### config.mk
export PLATFORM = sky130hd
export DESIGN_NAME = fetch_sequencer
export DESIGN_NICKNAME = d
export VERILOG_FILES = /design/src/rtl/fetch_pkg.sv /design/src/rtl/fetch_pc_reg.sv /design/src/rtl/fetch_sequencer.sv
export SDC_FILE = /design/constraint.sdc
export NUM_CORES = 1
export LEC_CHECK = 0
export CORE_UTILIZATION = 40
export CTS_BUF_LIST = sky130_fd_sc_hd__clkbuf_16
export DETAILED_ROUTE_END_ITERATION = 12
export GPL_TIMING_DRIVEN = 0
export HOLD_SLACK_MARGIN = 0.08
export PLACE_DENSITY_LB_ADDON = 0.12
export SLEW_MARGIN = 20
export SYNTH_ARGS = -nofsm -noshare
export SYNTH_HDL_FRONTEND = slang
export SYNTH_SLANG_ARGS = --single-unit
### constraint.sdc
create_clock -name clk -period 2.9 [get_ports clk]
set_clock_uncertainty 0.05 [all_clocks]
set_input_delay 0.435 -clock clk [delete_from_list [all_inputs] [get_ports clk]]
set_output_delay 0.435 -clock clk [all_outputs]
set_load 0.1 [all_outputs]
### src/rtl/fetch_pkg.sv
`default_nettype none
// ============================================================================
// Module      : fetch_pkg
// Description : Shared types and constants for the instruction fetch sequencer
// Revision    : 1.0 - initial release
// ============================================================================
package fetch_pkg;

  // Fetch FSM states. At most one memory request is outstanding at a time.
  typedef enum logic [1:0] {
    ST_IDLE = 2'd0,
    ST_REQ  = 2'd1,
    ST_WAIT = 2'd2,
    ST_HOLD = 2'd3
  } fetch_state_e;

  // Size of one instruction word in bytes; the sequential PC stride.
  localparam logic [31:0] INST_BYTES = 32'd4;

  // PC loaded by reset unless the instantiating level overrides it.
  localparam logic [31:0] DEFAULT_RESET_VECTOR = 32'h0000_0000;

endpackage
`default_nettype wire

### src/rtl/fetch_pc_reg.sv
`default_nettype none
// ============================================================================
// Module      : fetch_pc_reg
// Description : Program counter register with load enable
// Revision    : 1.0 - initial release
// ============================================================================
module fetch_pc_reg
  import fetch_pkg::*;
#(
  parameter logic [31:0] RESET_VECTOR = DEFAULT_RESET_VECTOR
) (
  input  logic        clk,
  input  logic        reset,      // synchronous, active-low
  input  logic        load_en_i,
  input  logic [31:0] next_pc_i,
  output logic [31:0] pc_o
);

  logic [31:0] pc_q;

  // PC holds its value unless a load is requested; reset restores the vector.
  always_ff @(posedge clk) begin
    if (!reset) begin
      pc_q <= RESET_VECTOR;
    end else if (load_en_i) begin
      pc_q <= next_pc_i;
    end
  end

  assign pc_o = pc_q;

endmodule
`default_nettype wire

### src/rtl/fetch_sequencer.sv
`default_nettype none
// ============================================================================
// Module      : fetch_sequencer
// Description : Single-outstanding instruction fetch FSM with redirect,
//               halt and misaligned-target reporting
// Revision    : 1.0 - initial release
// ============================================================================
module fetch_sequencer
  import fetch_pkg::*;
#(
  parameter logic [31:0] RESET_VECTOR = DEFAULT_RESET_VECTOR
) (
  input  logic        clk,
  input  logic        reset,          // synchronous, active-low
  input  logic        redirect_valid,
  input  logic [31:0] redirect_pc,
  input  logic        halt,
  output logic        imem_req_valid,
  input  logic        imem_req_ready,
  output logic [31:0] imem_req_addr,
  input  logic        imem_rsp_valid,
  input  logic [31:0] imem_rsp_data,
  output logic        inst_valid,
  input  logic        inst_ready,
  output logic [31:0] inst_data,
  output logic [31:0] inst_pc,
  output logic        misaligned_err
);

  fetch_state_e state_q, state_d;
  logic         drop_q, drop_d;     // a redirect made the outstanding response stale
  logic         rsp_accept;         // a valid, non-stale response is captured this edge
  logic [31:0]  pc_q;
  logic [31:0]  pc_d;
  logic         pc_load;
  logic [31:0]  inst_data_q;
  logic [31:0]  inst_pc_q;
  logic         misaligned_q;
  logic [31:0]  redirect_aligned;

  // Redirect targets are forced onto a word boundary; low bits only feed the error flag.
  assign redirect_aligned = {redirect_pc[31:2], 2'b00};

  // Redirect wins over the sequential increment; the PC only moves on those two events.
  always_comb begin
    pc_load = redirect_valid | rsp_accept;
    pc_d    = redirect_valid ? redirect_aligned : (pc_q + INST_BYTES);
  end

  fetch_pc_reg #(
    .RESET_VECTOR (RESET_VECTOR)
  ) u_pc_reg (
    .clk       (clk),
    .reset     (reset),
    .load_en_i (pc_load),
    .next_pc_i (pc_d),
    .pc_o      (pc_q)
  );

  // FSM state and stale-response flag registers.
  always_ff @(posedge clk) begin
    if (!reset) begin
      state_q <= ST_IDLE;
      drop_q  <= 1'b0;
    end else begin
      state_q <= state_d;
      drop_q  <= drop_d;
    end
  end

  // Next-state logic: redirects are evaluated first in every state that cares.
  always_comb begin
    state_d    = state_q;
    drop_d     = drop_q;
    rsp_accept = 1'b0;
    case (state_q)
      ST_IDLE: begin
        // A redirect here only moves the PC; halt alone decides when to leave.
        if (!halt) begin
          state_d = ST_REQ;
        end
      end
      ST_REQ: begin
        // Once presented, the request stays up until accepted regardless of halt.
        if (imem_req_ready) begin
          state_d = ST_WAIT;
          // Accepted with the pre-redirect address: its response must be thrown away.
          if (redirect_valid) begin
            drop_d = 1'b1;
          end
        end
      end
      ST_WAIT: begin
        if (redirect_valid) begin
          if (imem_rsp_valid) begin
            // Response coincides with the redirect: discard it and refetch now.
            state_d = ST_REQ;
            drop_d  = 1'b0;
          end else begin
            drop_d  = 1'b1;
          end
        end else if (imem_rsp_valid) begin
          if (drop_q) begin
            state_d = ST_REQ;
            drop_d  = 1'b0;
          end else begin
            state_d    = ST_HOLD;
            rsp_accept = 1'b1;
          end
        end
      end
      ST_HOLD: begin
        if (redirect_valid) begin
          state_d = ST_REQ;
        end else if (inst_ready) begin
          state_d = halt ? ST_IDLE : ST_REQ;
        end
      end
      default: begin
        state_d = ST_IDLE;
        drop_d  = 1'b0;
      end
    endcase
  end

  // Capture the fetched word with its PC, and register the misaligned-target pulse.
  always_ff @(posedge clk) begin
    if (!reset) begin
      inst_data_q  <= 32'h0;
      inst_pc_q    <= 32'h0;
      misaligned_q <= 1'b0;
    end else begin
      if (rsp_accept) begin
        inst_data_q <= imem_rsp_data;
        inst_pc_q   <= pc_q;
      end
      misaligned_q <= redirect_valid & (redirect_pc[1:0] != 2'b00);
    end
  end

  // Handshake outputs are pure decodes of the current state.
  always_comb begin
    imem_req_valid = (state_q == ST_REQ);
    imem_req_addr  = pc_q;
    inst_valid     = (state_q == ST_HOLD);
    inst_data      = inst_data_q;
    inst_pc        = inst_pc_q;
    misaligned_err = misaligned_q;
  end

endmodule
`default_nettype wire
==> results.toml <==
[drt]
drt-pass1-iter-count = 5
drc_errors = 0
via_per_inst = 5.38
ant_nets = 0
totalWireLength_microns = 13800
vias = 4671
avgRoutedWirePerCell_microns = 15.9
drtIter0Drc = 287

[synth]
synth_mux_area_share_pct = 0.702
syn-mean-instance-area_sq_um = 7.77
synth.cell_area_sq_um = 4280
yosys.area_share.simple_pct = 28.2
synthXorXnorAreaFrac_pct = 1.84
synth_compound_area_share_pct = 18.5
yosys.area_share.adder_pct = 0.292
async_reset_ff_share_pct = 0
synth_top_family_by_area = "simple AND/OR/NAND/NOR gates"
synth-seq-area-share_pct = 44.9
syn_inst = 551
synthFlopType = "dfxtp_1"
yosysWarnings = 0
synth_edf_count = 0
ys_seq_elements = 96
yosysUniqueCellTypes = 55

[sta]
setup_viol = 0
max-slew-margin-rel_pct = 26.7
tightest_slew_ns = 1.09
max_freq_ghz = 0.382
grt_setup_unrepaired = "false"
finalCriticalPeriod_ns = 2.62
finalCritPeriodShare_pct = 90.3
hold_violations = 0
drv_slew = 0
holdWs_ns = 0.403
setup_tns_ns = 0

[grt]
grt_max_degree = 15
grt-ovfl-total = 0
grt_pass1_vias = 4505
grtUsageTotal_pct = 25.3
grt_pass1_wl_microns = 22200
antenna_found_initial = 0

[critical_path]
setup.worst_path.end_class = "output pin"
critical_path.cell_chain = "clkdlybuf4s50_1"
ff2ff_setup_slack_ns = 0.38
reg2reg_from = "u_pc_reg.pc_o[2]"
required_ns = 2.41
reg2reg_depth = 6
cp-start-kind = "flip-flop"
critPathBufInv = 1
cp_top_family = "buffers and inverters"
cp.arrival_ns = 2.13
slowest_stage = "clkdlybuf4s50_1"
path_max_fanout = 8
critPathKind = "reg -> out"
r2r_end = "u_pc_reg.pc_o[30]"
slowest_delay_ns = 1.24

[floorplan]
dieHeight_microns = 105
start_util_pct = 41.3
rows = 37
io_pins = 170
dieArea_sq_um = 11100
die-width_microns = 105
core_area_sq_um = 10400

[layout]
antenna-diode-count = 0
syn2layout_area_growth_pct = 48.6
final_net_count = 801
layout_commonest_cell = "clkdlybuf4s50_1"
fin_util_pct = 61.3
drive_above_1_share_pct = 3.96
mostFrequentLayoutCells = "164 x clkdlybuf4s50_1, 147 x nand2_1, 96 x dfxtp_1"

[cts]
postCtsSetupBuffers = 0
clock-sinks = 96
cts_tree = "built"
cts_resized = 0
hold_buffers = 0
clk_pin_slew_ns = 0.06
cts-root-buf = "clkbuf_16"
clk_latency_ns = 0.35
htreeDepth = 3
cts_buffers = 9
clockBufferDepth = 2

[power_and_ir_drop]
powerDensity_nw_per_um2 = 496
irDropWorstVdd_mv = 0.288
power.share.clock_pct = 33.6
p_sw_share_pct = 32.3
p_comb_share_pct = 21.4
p_int_uw = 2140
power_switching_uw = 1020
leakage_uw = 0.00207
power.share.sequential_pct = 45.0

[hold_path]
worstHoldPathCells = 2
whs_endpoint = "inst_data[15]"
hold_class = "reg -> reg"
hp-start = "inst_data[15]"

[placed_design]
port-buffer-count = 164
place_hpwl_microns = 10100
gp_congestion = 0.875

[outcome]
status = "complete, no violations"

[job]
drv_cap = 0
==> worst max path at each step <==
stage | start | end | slack (ns) | cells past startpoint
floorplan | u_pc_reg.pc_o[2] | u_pc_reg.pc_o[16] | 0.08 | 6
global placement | imem_rsp_valid | inst_data[31] | 0.12 | 7
detailed placement | imem_rsp_valid | u_pc_reg.pc_o[18] | 0.07 | 7
CTS | u_pc_reg.pc_o[2] | imem_req_addr[2] | 0.29 | 1
global route | u_pc_reg.pc_o[2] | u_pc_reg.pc_o[30] | 0.19 | 6
finish | u_pc_reg.pc_o[2] | imem_req_addr[2] | 0.28 | 1
==> state kept, by name, summed over array words and instances, names as in the netlist <==
signal and cells:
inst_data 32, state_q 2, drop_q 1, inst_pc 30
misaligned_err 1, u_pc_reg.pc_o 30
==> final cells by class <==
cell class | count | area, sq um
repair buffers | 164 | 1640
flip-flops and latches | 96 | 1920
clock buffers | 9 | 225
inverters | 7 | 26.3
well taps | 136 | 170
fillers | 980 | 4010
plain buffers | 47 | 205
multi-input cells | 404 | 2140
clock inverters | 6 | 30.0
==> Yosys cell counts (2+ instances only) <==
cell,n,area (sq um)
nor3_1,12,60.1
o221ai_1,2,17.5
buf_4,4,30.0
xor2_1,3,26.3
o31ai_1,6,45.0
mux2i_1,3,30.0
nand2_1,147,552
and2_1,4,25.0
a311oi_1,5,43.8
and3_1,5,31.3
nor3b_1,2,15.0
nor2_1,14,52.6
nand3_1,14,70.1
a21oi_1,75,375
and4_1,4,35.0
buf_2,4,20.0
a211oi_1,5,37.5
o21ai_0,26,130
dfxtp_1,96,1920
buf_1,2,7.51
nand4_1,9,56.3
inv_1,7,26.3
or4_1,8,60.1
nor4_1,9,56.3
nand4b_1,3,26.3
a31oi_1,9,56.3
a311o_1,2,20.0
clkbuf_1,35,131
xnor2_1,6,52.6
or3_1,5,31.3
==> cells by family (layout without fill, tap and decap cells) <==
logic type                 count (synthesis)  in the layout
buffers and inverters                     54            233
xor gates and xnor gates                   9              9
other                                      1              4
AOI/OAI and AO/OA                        138            138
muxes                                      3              3
DFF                                       96             96
and+or+nand+nor                          249            249
adders and majority gates                  1              1
==> per-layer routing <==
metal  vias up  routed length [microns]  GRT usage [%]
met1      2167                     5950           31.4
met2       183                     6520           41.6
met5         -                        0              0
li1       2293                        -              -
met4         0                      419           13.7
met3        28                      891           4.45
==> metrics by stage <==
| stage | total power (uW) | setup WS, ns | cells | cell area, sq um |
|---|---|---|---|---|
| floorplan | 1890 | 0.0771 | 554 | 4290 |
| global route | 3260 | 0.186 | 869 | 6360 |
| CTS | 3170 | 0.288 | 869 | 6360 |
| detailed placement | 2120 | 0.0721 | 854 | 6100 |
| finish | 3160 | 0.282 | 869 | 6360 |
| global placement | 2120 | 0.122 | 854 | 6100 |
==> power groups by stage <==
stage | logic, uW | clock network, uW | registers, uW
CTS | 677 | 1080 | 1420
global route | 709 | 1130 | 1420
detailed placement | 674 | 0 | 1450
global placement | 670 | 0 | 1450
finish | 677 | 1060 | 1420
floorplan | 185 | 0 | 1700
No activity file was read; power rests on OpenSTA's default activity.
